==> config.mk <==
export PLATFORM = sky130hd
export DESIGN_NAME = demux_frame_router
export DESIGN_NICKNAME = d
export VERILOG_FILES = /design/src/rtl/demux_frame_router.sv
export SDC_FILE = /design/constraint.sdc
export NUM_CORES = 1
export LEC_CHECK = 0
export ABC_CLOCK_PERIOD_IN_PS = 2900
export CORE_AREA = 4 4 41 43
export CTS_CLUSTER_SIZE = 16
export DETAILED_ROUTE_END_ITERATION = 12
export DIE_AREA = 0 0 45 47
export DONT_BUFFER_PORTS = 1
export GPL_TIMING_DRIVEN = 0
export PLACE_DENSITY = 0.71
export SLEW_MARGIN = 0
export SYNTH_ARGS = -nofsm -noshare
export SYNTH_HDL_FRONTEND = slang
export SYNTH_SLANG_ARGS = --single-unit
==> constraint.sdc <==
create_clock -name clk -period 2.9 [get_ports clk]
set_input_delay 0 -clock clk [delete_from_list [all_inputs] [get_ports clk]]
set_output_delay 0 -clock clk [all_outputs]
set_load 0.01 [all_outputs]
==> src/rtl/demux_frame_router.sv <==
// demux_frame_router: bit-serial frame parser feeding a 1:8 demux.
// Frame: start bit (1), SEL_W address bits MSB first, DATA_LEN payload bits
// MSB first, plus one even-parity bit when DEMUX_ROUTER_PARITY_EN is defined.
// Each accepted payload bit is presented on d with d_valid one cycle after
// acceptance, while sel holds the decoded address.
// Optional feature macro: DEMUX_ROUTER_PARITY_EN (parity bit and frame_err).
module demux_frame_router #(
  parameter int DATA_LEN = 8,
  parameter int SEL_W    = 3
) (
  input  logic             clk,
  input  logic             rst,
  input  logic             in_valid,
  input  logic             in_bit,
  output logic             in_ready,
  input  logic             stall,
  output logic [SEL_W-1:0] sel,
  output logic             d,
  output logic             d_valid,
  output logic             frame_done,
  output logic             frame_err
);

  localparam int CNT_W  = $clog2(DATA_LEN + 1);
  localparam int ACNT_W = $clog2(SEL_W);

  typedef enum logic [1:0] {
    IDLE,
    ADDR,
    DATA,
    PAR
  } state_t;

  state_t             state;
  logic [CNT_W-1:0]   cnt;
  logic [ACNT_W-1:0]  addr_cnt;
  logic [SEL_W-2:0]   addr_sh;
`ifdef DEMUX_ROUTER_PARITY_EN
  logic               par_acc;
`endif

  logic accept;
  assign accept = in_valid && in_ready;

  // Frame FSM with registered handshake, select and demux outputs.
  // NOTE: sequential state uses non-blocking assignments so every flop
  // samples pre-edge values, regardless of statement order in this block.
  always_ff @(posedge clk or posedge rst) begin
    if (rst) begin
      state      <= IDLE;
      cnt        <= '0;
      addr_cnt   <= '0;
      addr_sh    <= '0;
`ifdef DEMUX_ROUTER_PARITY_EN
      par_acc    <= 1'b0;
`endif
      in_ready   <= 1'b0;
      sel        <= '0;
      d          <= 1'b0;
      d_valid    <= 1'b0;
      frame_done <= 1'b0;
      frame_err  <= 1'b0;
    end else begin
      in_ready <= ~stall;
      // NOTE: pulse outputs default low every cycle; the accepting branch
      // below overrides them for exactly the cycle after acceptance.
      d          <= 1'b0;
      d_valid    <= 1'b0;
      frame_done <= 1'b0;
      frame_err  <= 1'b0;
      if (accept) begin
        case (state)
          IDLE: begin
            // A 0 on an idle line is filler; a 1 marks the start of a frame.
            if (in_bit) begin
              state    <= ADDR;
              cnt      <= '0;
              addr_cnt <= '0;
`ifdef DEMUX_ROUTER_PARITY_EN
              par_acc  <= 1'b0;
`endif
            end
          end
          ADDR: begin
            addr_sh  <= {addr_sh[SEL_W-3:0], in_bit};
            addr_cnt <= addr_cnt + 1'b1;
`ifdef DEMUX_ROUTER_PARITY_EN
            par_acc  <= par_acc ^ in_bit;
`endif
            if (addr_cnt == ACNT_W'(SEL_W - 1)) begin
              sel   <= {addr_sh, in_bit};
              state <= DATA;
              cnt   <= '0;
            end
          end
          DATA: begin
            d       <= in_bit;
            d_valid <= 1'b1;
            cnt     <= cnt + 1'b1;
`ifdef DEMUX_ROUTER_PARITY_EN
            par_acc <= par_acc ^ in_bit;
            if (cnt == CNT_W'(DATA_LEN - 1)) begin
              state <= PAR;
            end
`else
            if (cnt == CNT_W'(DATA_LEN - 1)) begin
              state      <= IDLE;
              frame_done <= 1'b1;
            end
`endif
          end
`ifdef DEMUX_ROUTER_PARITY_EN
          PAR: begin
            // Even parity over address, payload and the parity bit itself.
            frame_done <= 1'b1;
            frame_err  <= par_acc ^ in_bit;
            state      <= IDLE;
          end
`endif
          default: state <= IDLE;
        endcase
      end
    end
  end

endmodule
==> reports/summary.md, run 1 <==
Before antenna repair, the detailed router went through 4 iterations. STA puts the critical path data required time at 3.04 ns. Final cycle utilization of the critical path: 55.6%. The total number of H-tree levels is 1, and the worst reg-to-reg path cell count is 5.

The run gives 0.448 mW as the cell-internal power. The share of total power dissipated in combinational logic is 27.2%. The flow ran to the end, and the final reports show no timing, DRC or antenna violations. The tools report the headroom to the max-slew limit as 58.8%. The tightest min-delay check is of the in -> reg type. The fraction of registers with async set or reset after synthesis was 100%; the die extent in y was 47 um. The maximum ir drop on the vdd rail was 0.000428 V; the width of the chip was 45 um.

The starting density of the core was 57.1%. The initial detailed-routing violation count came out at 19. The routability congestion estimate was 0.667; the shortest period the worst path allows was 1.61 ns.

The logs give 454 for the via count of the first global-routing pass and 0.392 nW for the static leakage. The number of nets in the synthesized netlist is 72. The first global-routing pass estimated 1.97 mm of wire. Clock-pin slew was measured on the worst setup and hold paths at 0.09 ns.

The cell count after synthesis came out at 65. For the switching power summed over all nets, the log shows 0.209 mW. In this run, flip-flops and latches consume 54.4% of the power. The logs give 13 for the count of standard-cell rows and 18 for the maximum number of pins on one net before global-route repair. The tools report the final routed DRC violation total as 0. Number of buffers added on ports: 0. Capture endpoint of the worst hold path: addr_cnt[0]$_DFFE_PP0P_.

The completed layout was analyzed and its total power is 0.657 mW. Setup repair after global routing left no endpoint under its margin. The count of nets left with antenna violations once routing finished came out at 0. Counting every sink on the clock net gives 17. STA classifies the critical path endpoint as a flop. For the HPWL reported at the end of detailed placement, the log shows 867 um. The slowest stage of the critical path belongs to the cell sky130_fd_sc_hd__a221oi_1. The share of the synthesized area in the top cell type was 57.2%. In this run the mean area of a mapped cell was 11.4 um2. The commonest cells after synthesis are sky130_fd_sc_hd__dfrtp_1, sky130_fd_sc_hd__inv_1, sky130_fd_sc_hd__o21ai_0. Yosys instantiated no cell more often than sky130_fd_sc_hd__dfrtp_1. 13 I/O pins were placed. The biggest area contributor in the post-synthesis netlist is sky130_fd_sc_hd__dfrtp_1. The worst path buffer plus inverter count came out at 1. The fraction of the yosys area taken by sequential cells is 57.2%. The residual overflow from global routing was 0. In this run the cell area of the synthesized design comes to 743 um2.

The proportion of total power due to net switching was 31.8%. In this run the deepest clock path goes through 2 buffers. The tool flagged a number of max-cap violations equal to 0. The synthesized design contains 17 register bits. The area added between synthesis and finish works out to 10.1%. In the final routed layout, each cell accounts on average for 13.6 um. The die covers 2120 um2. The root buffer cell chosen for the clock tree is sky130_fd_sc_hd__clkbuf_4. The floorplan step defined a core boundary enclosing 1300 um2. The power density relative to cell area was 803 nW/um2; the net count reported at finish was 80. Along the worst path, the maximum fanout reaches 4. In this run the critical register-to-register path is captured at cnt[2]$_DFFE_PP0P_. The clock network fraction of design power is 18.4%. The Yosys step of the flow raised 0 warnings. For this run, the leading register cell type out of synthesis is sky130_fd_sc_hd__dfrtp_1. The worst hold path was traced through 3 stages. The netlist uses 28 different library cells. For the slack of the worst reg-to-reg path, the log shows 1.29 ns.

Broken down by cell family, the worst path's largest delay share belongs to compound AO/OA/AOI/OAI gates. Walking the worst path, the cells encountered are inv_1 -> ha_1 -> nand2b_1 -> a221oi_1 -> a31oi_1. The count of flip-flops with a built-in enable after synthesis works out to 0. The tools report the kind of start point of the critical path as a flop.

Global router's overall resource usage: 13.6%. The clock network latency to the later pin of the worst-skew pair is 0.28 ns. Of the cells placed in the final design, the portion with a size suffix greater than 1 is 19.4%. In this run the most critical hold path is launched from in_bit.

In the routed layout, each cell is associated on average with a via count of 5.57. STA puts the critical path data arrival time at 1.75 ns. The stage delay of the slowest cell on the critical path works out to 0.54 ns. The final route contains 485 vias.

Clock tree synthesis inserted a total of 3 buffers. TritonCTS built the clock tree. Count of pins over their slew limit: 0.

The critical path in this run is classified as reg -> reg. The number of antenna diodes in the final layout is 0. Timing would allow up to 620 MHz.

The count of endpoints failing hold in the final timing report is 0, and the count of final setup violators is 0. The reg-to-reg critical path startpoint was addr_cnt[0]$_DFFE_PP0P_. The actual slew at the worst max-slew pin is 0.617 ns, and the clock skew is 0.00527 ns.

The routed wire length was 1.18 mm. After synthesis, the cell types taking the most area are sky130_fd_sc_hd__dfrtp_1, sky130_fd_sc_hd__mux2_2, sky130_fd_sc_hd__o21ai_0, sky130_fd_sc_hd__ha_1, sky130_fd_sc_hd__inv_1. The number of antenna violations at the first check in global routing is 0. Adding up every negative setup slack in the final design gives 0 ns. The layout has 112 filler cells.
[flip-flops by register name, indices dropped and copies added, names as in the netlist]
name / cells
frame_done: 1
d: 1
in_ready: 1
addr_sh: 2
sel: 3
d_valid: 1
cnt: 4
state: 2
addr_cnt: 2
[placed cells by master (no fill, tap or decap), types with 2 or more instances in the layout]
cell | synthesis | routed
sky130_fd_sc_hd__mux2_2 | 5 | 5
sky130_fd_sc_hd__o21ai_0 | 6 | 6
sky130_fd_sc_hd__nand3_1 | 2 | 2
sky130_fd_sc_hd__nand2_1 | 4 | 4
sky130_fd_sc_hd__dfrtp_1 | 17 | 17
sky130_fd_sc_hd__clkbuf_4 | 0 | 3
sky130_fd_sc_hd__nor2_1 | 3 | 3
sky130_fd_sc_hd__dlygate4sd3_1 | 0 | 3
sky130_fd_sc_hd__inv_1 | 6 | 6
sky130_fd_sc_hd__ha_1 | 2 | 2
[how the worst max path moves through the flow]
| stage | startpoint | to | cells past startpoint |
|---|---|---|---|
| detailed placement | addr_cnt[0]$_DFFE_PP0P_ | cnt[2]$_DFFE_PP0P_ | 5 |
| global placement | addr_cnt[0]$_DFFE_PP0P_ | cnt[2]$_DFFE_PP0P_ | 5 |
| CTS | addr_cnt[0]$_DFFE_PP0P_ | cnt[2]$_DFFE_PP0P_ | 5 |
| finish | addr_cnt[0]$_DFFE_PP0P_ | cnt[2]$_DFFE_PP0P_ | 5 |
| global route | addr_cnt[0]$_DFFE_PP0P_ | cnt[2]$_DFFE_PP0P_ | 5 |
| floorplan | addr_cnt[0]$_DFFE_PP0P_ | cnt[2]$_DFFE_PP0P_ | 5 |
[worst reg2reg max path: stages (launching register included)]
cell and delay [ns]:
sky130_fd_sc_hd__dfrtp_1 0.40, sky130_fd_sc_hd__inv_1 0.06, sky130_fd_sc_hd__ha_1 0.20, sky130_fd_sc_hd__nand2b_1 0.07, sky130_fd_sc_hd__a221oi_1 0.54, sky130_fd_sc_hd__a31oi_1 0.19
[cells by family after synthesis]
group	Yosys count	synth area share, %
AOI/OAI and AO/OA	13	10.9
xor gates and xnor gates	1	1.18
adders and majority gates	2	3.37
buffers and inverters	10	6.73
DFF	17	57.2
muxes	6	8.92
other	1	0.505
and+or+nand+nor	15	11.1
[per-layer routing]
metal | share of wire (%) | vias to the layer above | global-route usage (%)
li1 | - | 234 | -
met2 | 47 | 22 | 21.2
met4 | 1.3 | 0 | 8.77
met5 | 0 | - | 0
met3 | 7.9 | 4 | 4.60
met1 | 43 | 225 | 16.1
[what timing repair did]
item / in CTS / in global routing
hold buffers: 3 / 0
setup buffers: 0 / 0
resized for setup: 0 / 0
hold endpoints to repair: 23 / 0
[cell type report]
cell class	count	area, um2	share of cell area (%)
multi-input combinational	38	268	32.7
timing repair buffer	3	30.0	3.67
sequential	17	425	52.0
inverter	8	31.3	3.82
tap	15	18.8	2.29
buffer	2	18.8	2.29
clock buffer	4	26.3	3.21
[power by group through the flow]
stage	registers (mW)	clock network, mW	logic [mW]
floorplan	0.349	0	0.151
global placement	0.360	0	0.168
detailed placement	0.363	0	0.176
CTS	0.359	0.127	0.180
global route	0.368	0.134	0.205
finish	0.358	0.121	0.179
[through the flow]
step	std cells	utilization [%]	instance area (um2)	hold slack, ns	worst slack [ns]
after global placement	80	58.6	762	0.0000892	1.38
after CTS	87	62.9	818	0.0227	1.31
after detailed placement	80	58.6	762	-0.000420	1.32
final	87	62.9	818	0.0423	1.29
after global routing	87	62.9	818	0.0583	1.19
after floorplan	65	-	743	-0.0739	1.58
(Power assumes the default switching activity.)
==> run 2: changes to the inputs <==
--- a/config.mk
+++ b/config.mk
@@ -5,14 +5,14 @@
 export SDC_FILE = /design/constraint.sdc
 export NUM_CORES = 1
 export LEC_CHECK = 0
-export ABC_CLOCK_PERIOD_IN_PS = 2900
-export CORE_AREA = 4 4 41 43
+export ABC_CLOCK_PERIOD_IN_PS = 1300
+export CORE_AREA = 4 4 43 45
 export CTS_CLUSTER_SIZE = 16
 export DETAILED_ROUTE_END_ITERATION = 12
-export DIE_AREA = 0 0 45 47
+export DIE_AREA = 0 0 47 49
 export DONT_BUFFER_PORTS = 1
 export GPL_TIMING_DRIVEN = 0
-export PLACE_DENSITY = 0.71
+export PLACE_DENSITY = 0.68
 export SLEW_MARGIN = 0
 export SYNTH_ARGS = -nofsm -noshare
 export SYNTH_HDL_FRONTEND = slang
==> constraint.sdc (replaced) <==
create_clock -name clk -period 1.3 [get_ports clk]
set_input_delay 0 -clock clk [delete_from_list [all_inputs] [get_ports clk]]
set_output_delay 0 -clock clk [all_outputs]
set_load 0.01 [all_outputs]
==> reports/summary.md, run 2 (synthesis results as in run 1) <==
The static leakage was 0.426 nW (was 0.392 nW); the routability congestion estimate was 0.782 (was 0.667). Net count reported at finish: 83 (was 80). The final routed DRC violation total is 0 (unchanged), and the largest fanout on the critical path is 5 (was 4). The actual slew at the worst max-slew pin is 0.624 ns (was 0.617 ns), and the count of final setup violators is 4 (was 0).

For the final critical-path setup slack, the log shows -0.00489 ns (was 1.29 ns). For the maximum number of pins on one net before global-route repair, the log shows 18 (unchanged). The root buffer selected by CTS is sky130_fd_sc_hd__clkbuf_4 (unchanged).

The count of endpoints failing hold in the final timing report was 0 (unchanged). Start point of the critical path: state[1]$_DFFE_PP0P_ (was addr_cnt[0]$_DFFE_PP0P_). The final cycle utilization of the critical path works out to 100% (was 55.6%).

The worst path buffer plus inverter count is 0 (was 1). The count of pins over their slew limit is 0 (unchanged), and the worst reg-to-reg path cell count is 3 (was 5). Endpoint of the lowest-slack register-to-register path: sel[1]$_DFFE_PP0P_ (was cnt[2]$_DFFE_PP0P_). The run finished, with violations left. The number of nets with antenna violations after detailed routing was 0 (unchanged). The headroom to the max-slew limit is 58.3% (was 58.8%), and the logic depth of the worst setup path including buffers is 3 (was 5).

The share of post-route cells with drive strength above 1 was 34.7% (was 19.4%). The I/O pin count is 13 (unchanged). The global router's overall resource usage is 12.4% (was 13.6%). The reg-to-reg critical path startpoint is state[1]$_DFFE_PP0P_ (was addr_cnt[0]$_DFFE_PP0P_). Cell with the largest stage delay on the worst path: sky130_fd_sc_hd__dfrtp_1 (was sky130_fd_sc_hd__a221oi_1). TritonCTS built the clock tree.

End point of the critical path: sel[1]$_DFFE_PP0P_ (was cnt[2]$_DFFE_PP0P_). Total via count in the routed design: 490 (was 485). The total number of H-tree levels is 1 (unchanged), and the post-layout instance count excluding filler cells is 91 (was 87). The arrival time reported for the critical path endpoint is 1.49 ns (was 1.75 ns). The category of the critical setup timing path is reg -> reg (unchanged). The number of iterations in the first detailed-routing pass is 4 (unchanged), and the width of the chip is 47 um (was 45 um). The CTS buffer count was 3 (unchanged).

The register with the highest flop count was cnt (unchanged). For the routed wire length, the log shows 1.38 mm (was 1.18 mm). The number of buffers added on ports is 0 (unchanged).

The per-cell routed wire length is 15.1 um (was 13.6 um). Setup repair after global routing could not meet its margin everywhere. For the cell count after placement, the log shows 81 (was 80). Cell-by-cell listing of the critical path: and3b_2 -> nand3_2 -> mux2_2 (was inv_1 -> ha_1 -> nand2b_1 -> a221oi_1 -> a31oi_1). The number of vias per cell was 5.38 (was 5.57); the placeable core region was 1470 um2 (was 1300 um2). The tools report the share of the core filled with cells in the final layout as 61.6% (was 62.9%).

The slack of the worst reg-to-reg path is -0.005 ns (was 1.29 ns), and the maximum ir drop on the vdd rail is 0.00102 V (was 0.000428 V). Count of standard-cell rows: 14 (was 13). Highest-count cells in the layout ignoring fill and taps: sky130_fd_sc_hd__dfrtp_1, sky130_fd_sc_hd__inv_1, sky130_fd_sc_hd__mux2_2, sky130_fd_sc_hd__o21ai_0, sky130_fd_sc_hd__dlygate4sd3_1 (was sky130_fd_sc_hd__dfrtp_1, sky130_fd_sc_hd__inv_1, sky130_fd_sc_hd__o21ai_0, sky130_fd_sc_hd__mux2_2, sky130_fd_sc_hd__nand2_1). The tools report the post-route cell area as 906 um2 (was 818 um2). The run gives 17 (unchanged) as the total number of clock tree sinks. The area added between synthesis and finish was 21.9% (was 10.1%). The tools report the kind of start point of the critical path as a flop (unchanged).

The tools report the clock network latency to the later pin of the worst-skew pair as 0.29 ns (was 0.28 ns). The tools report the final antenna diode count as 0 (unchanged). The type of the most critical hold path is in -> reg (unchanged). The run gives 0 (unchanged) as the number of antenna violations at the first check in global routing. The commonest non-fill, non-tap cell in the layout was sky130_fd_sc_hd__dfrtp_1 (unchanged). The clock-pin slew on the worst setup and hold paths was 0.10 ns (was 0.09 ns); the global-route wire length before repair was 2.15 mm (was 1.97 mm).

The logs give 502 (was 454) for the via count of the first global-routing pass and 50.5% (was 57.1%) for the starting density of the core. The flip-flop count of the largest register, all copies and words added came out at 4 (unchanged). Top achievable clock speed: 766 MHz (was 620 MHz). Top Registers: cnt x4, sel x3 (unchanged).

The checks that failed: setup timing. The HPWL reported at the end of detailed placement is 843 um (was 867 um). The depth of the worst hold-timing path is 3 (unchanged), and the initial detailed-routing violation count is 11 (was 19). The area of the die came out at 2300 um2 (was 2120 um2). The logs give 769 um2 (was 762 um2) for the total placed instance area and 0 (unchanged) for the reported max-cap violation count. The die extent in y is 49 um (was 47 um). The category of cells accounting for the largest share of critical-path delay is simple AND/OR/NAND/NOR gates (was compound AO/OA/AOI/OAI gates). The critical path endpoint category was a flop (unchanged). Power density relative to cell area: 1810 nW/um2 (was 803 nW/um2). The stage delay of the slowest cell on the critical path is 0.44 ns (was 0.54 ns), and the buffer depth of the longest clock path is 2 (unchanged).

The tools report the required time of the critical path as 1.49 ns (was 3.04 ns). The residual overflow from global routing was 0 (unchanged). The shortest period the worst path allows is 1.30 ns (was 1.61 ns). Clock skew: 0.00819 ns (was 0.00527 ns).
-- run 2: worst reg2reg max path: stages, from the launching register on --
cell and delay (ns):
sky130_fd_sc_hd__dfrtp_1 0.44, sky130_fd_sc_hd__and3b_2 0.33, sky130_fd_sc_hd__nand3_2 0.14, sky130_fd_sc_hd__mux2_2 0.29
-- run 2: stage by stage --
stage	total power, mW	TNS (ns)	worst slack (ns)	hold slack (ns)
finish	1.64	-0.0136	-0.00489	0.0806
global route	1.76	-0.410	-0.0743	0.0577
CTS	1.55	-0.0445	-0.0147	0.0122
detailed placement	1.21	-0.148	-0.0413	0.00749
global placement	1.20	-0.238	-0.0635	0.00168
floorplan	1.13	0	0.0707	-0.0739
-- run 2: repair_timing --
item | in CTS | in global routing
setup endpoints to repair | 7 | 9
hold buffers | 3 | 1
pin swaps | 2 | 3
buffers inserted | 1 | 1
endpoints found under the hold margin | 23 | 2
gates resized for setup | 4 | 9
-- run 2: area by class of cell --
cell class / instances / area, um2
clock inverter: 1 / 5.00
inverter: 8 / 31.3
sequential: 17 / 427
tap: 16 / 20.0
timing repair buffer: 6 / 55.1
clock buffer: 3 / 22.5
buffer: 2 / 18.8
multi-input combinational: 38 / 327
fill: 125 / 566
-- run 2: routing by layer --
metal  share of wire [%]  track usage, %  vias to the layer above
met1                  43            16.3                      236
met3                 6.0            4.06                        4
met2                  50            18.8                       12
met4                 1.4            4.15                        0
li1                    -               -                      238
met5                   0               0                        -
-- run 2: worst min path at each step --
stage,start,to,slack [ns]
final,in_bit,addr_cnt[0]$_DFFE_PP0P_,0.08
after global routing,in_bit,addr_cnt[0]$_DFFE_PP0P_,0.06
after detailed placement,rst,sel[2]$_DFFE_PP0P_,0.007
after CTS,in_valid,addr_cnt[0]$_DFFE_PP0P_,0.01
after floorplan,rst,addr_cnt[0]$_DFFE_PP0P_,-0.07
after global placement,rst,sel[2]$_DFFE_PP0P_,0.002
-- run 2: power by group --
part           switching [mW]  internal, mW
logic                   0.276         0.284
registers               0.127         0.677
clock network           0.163         0.114
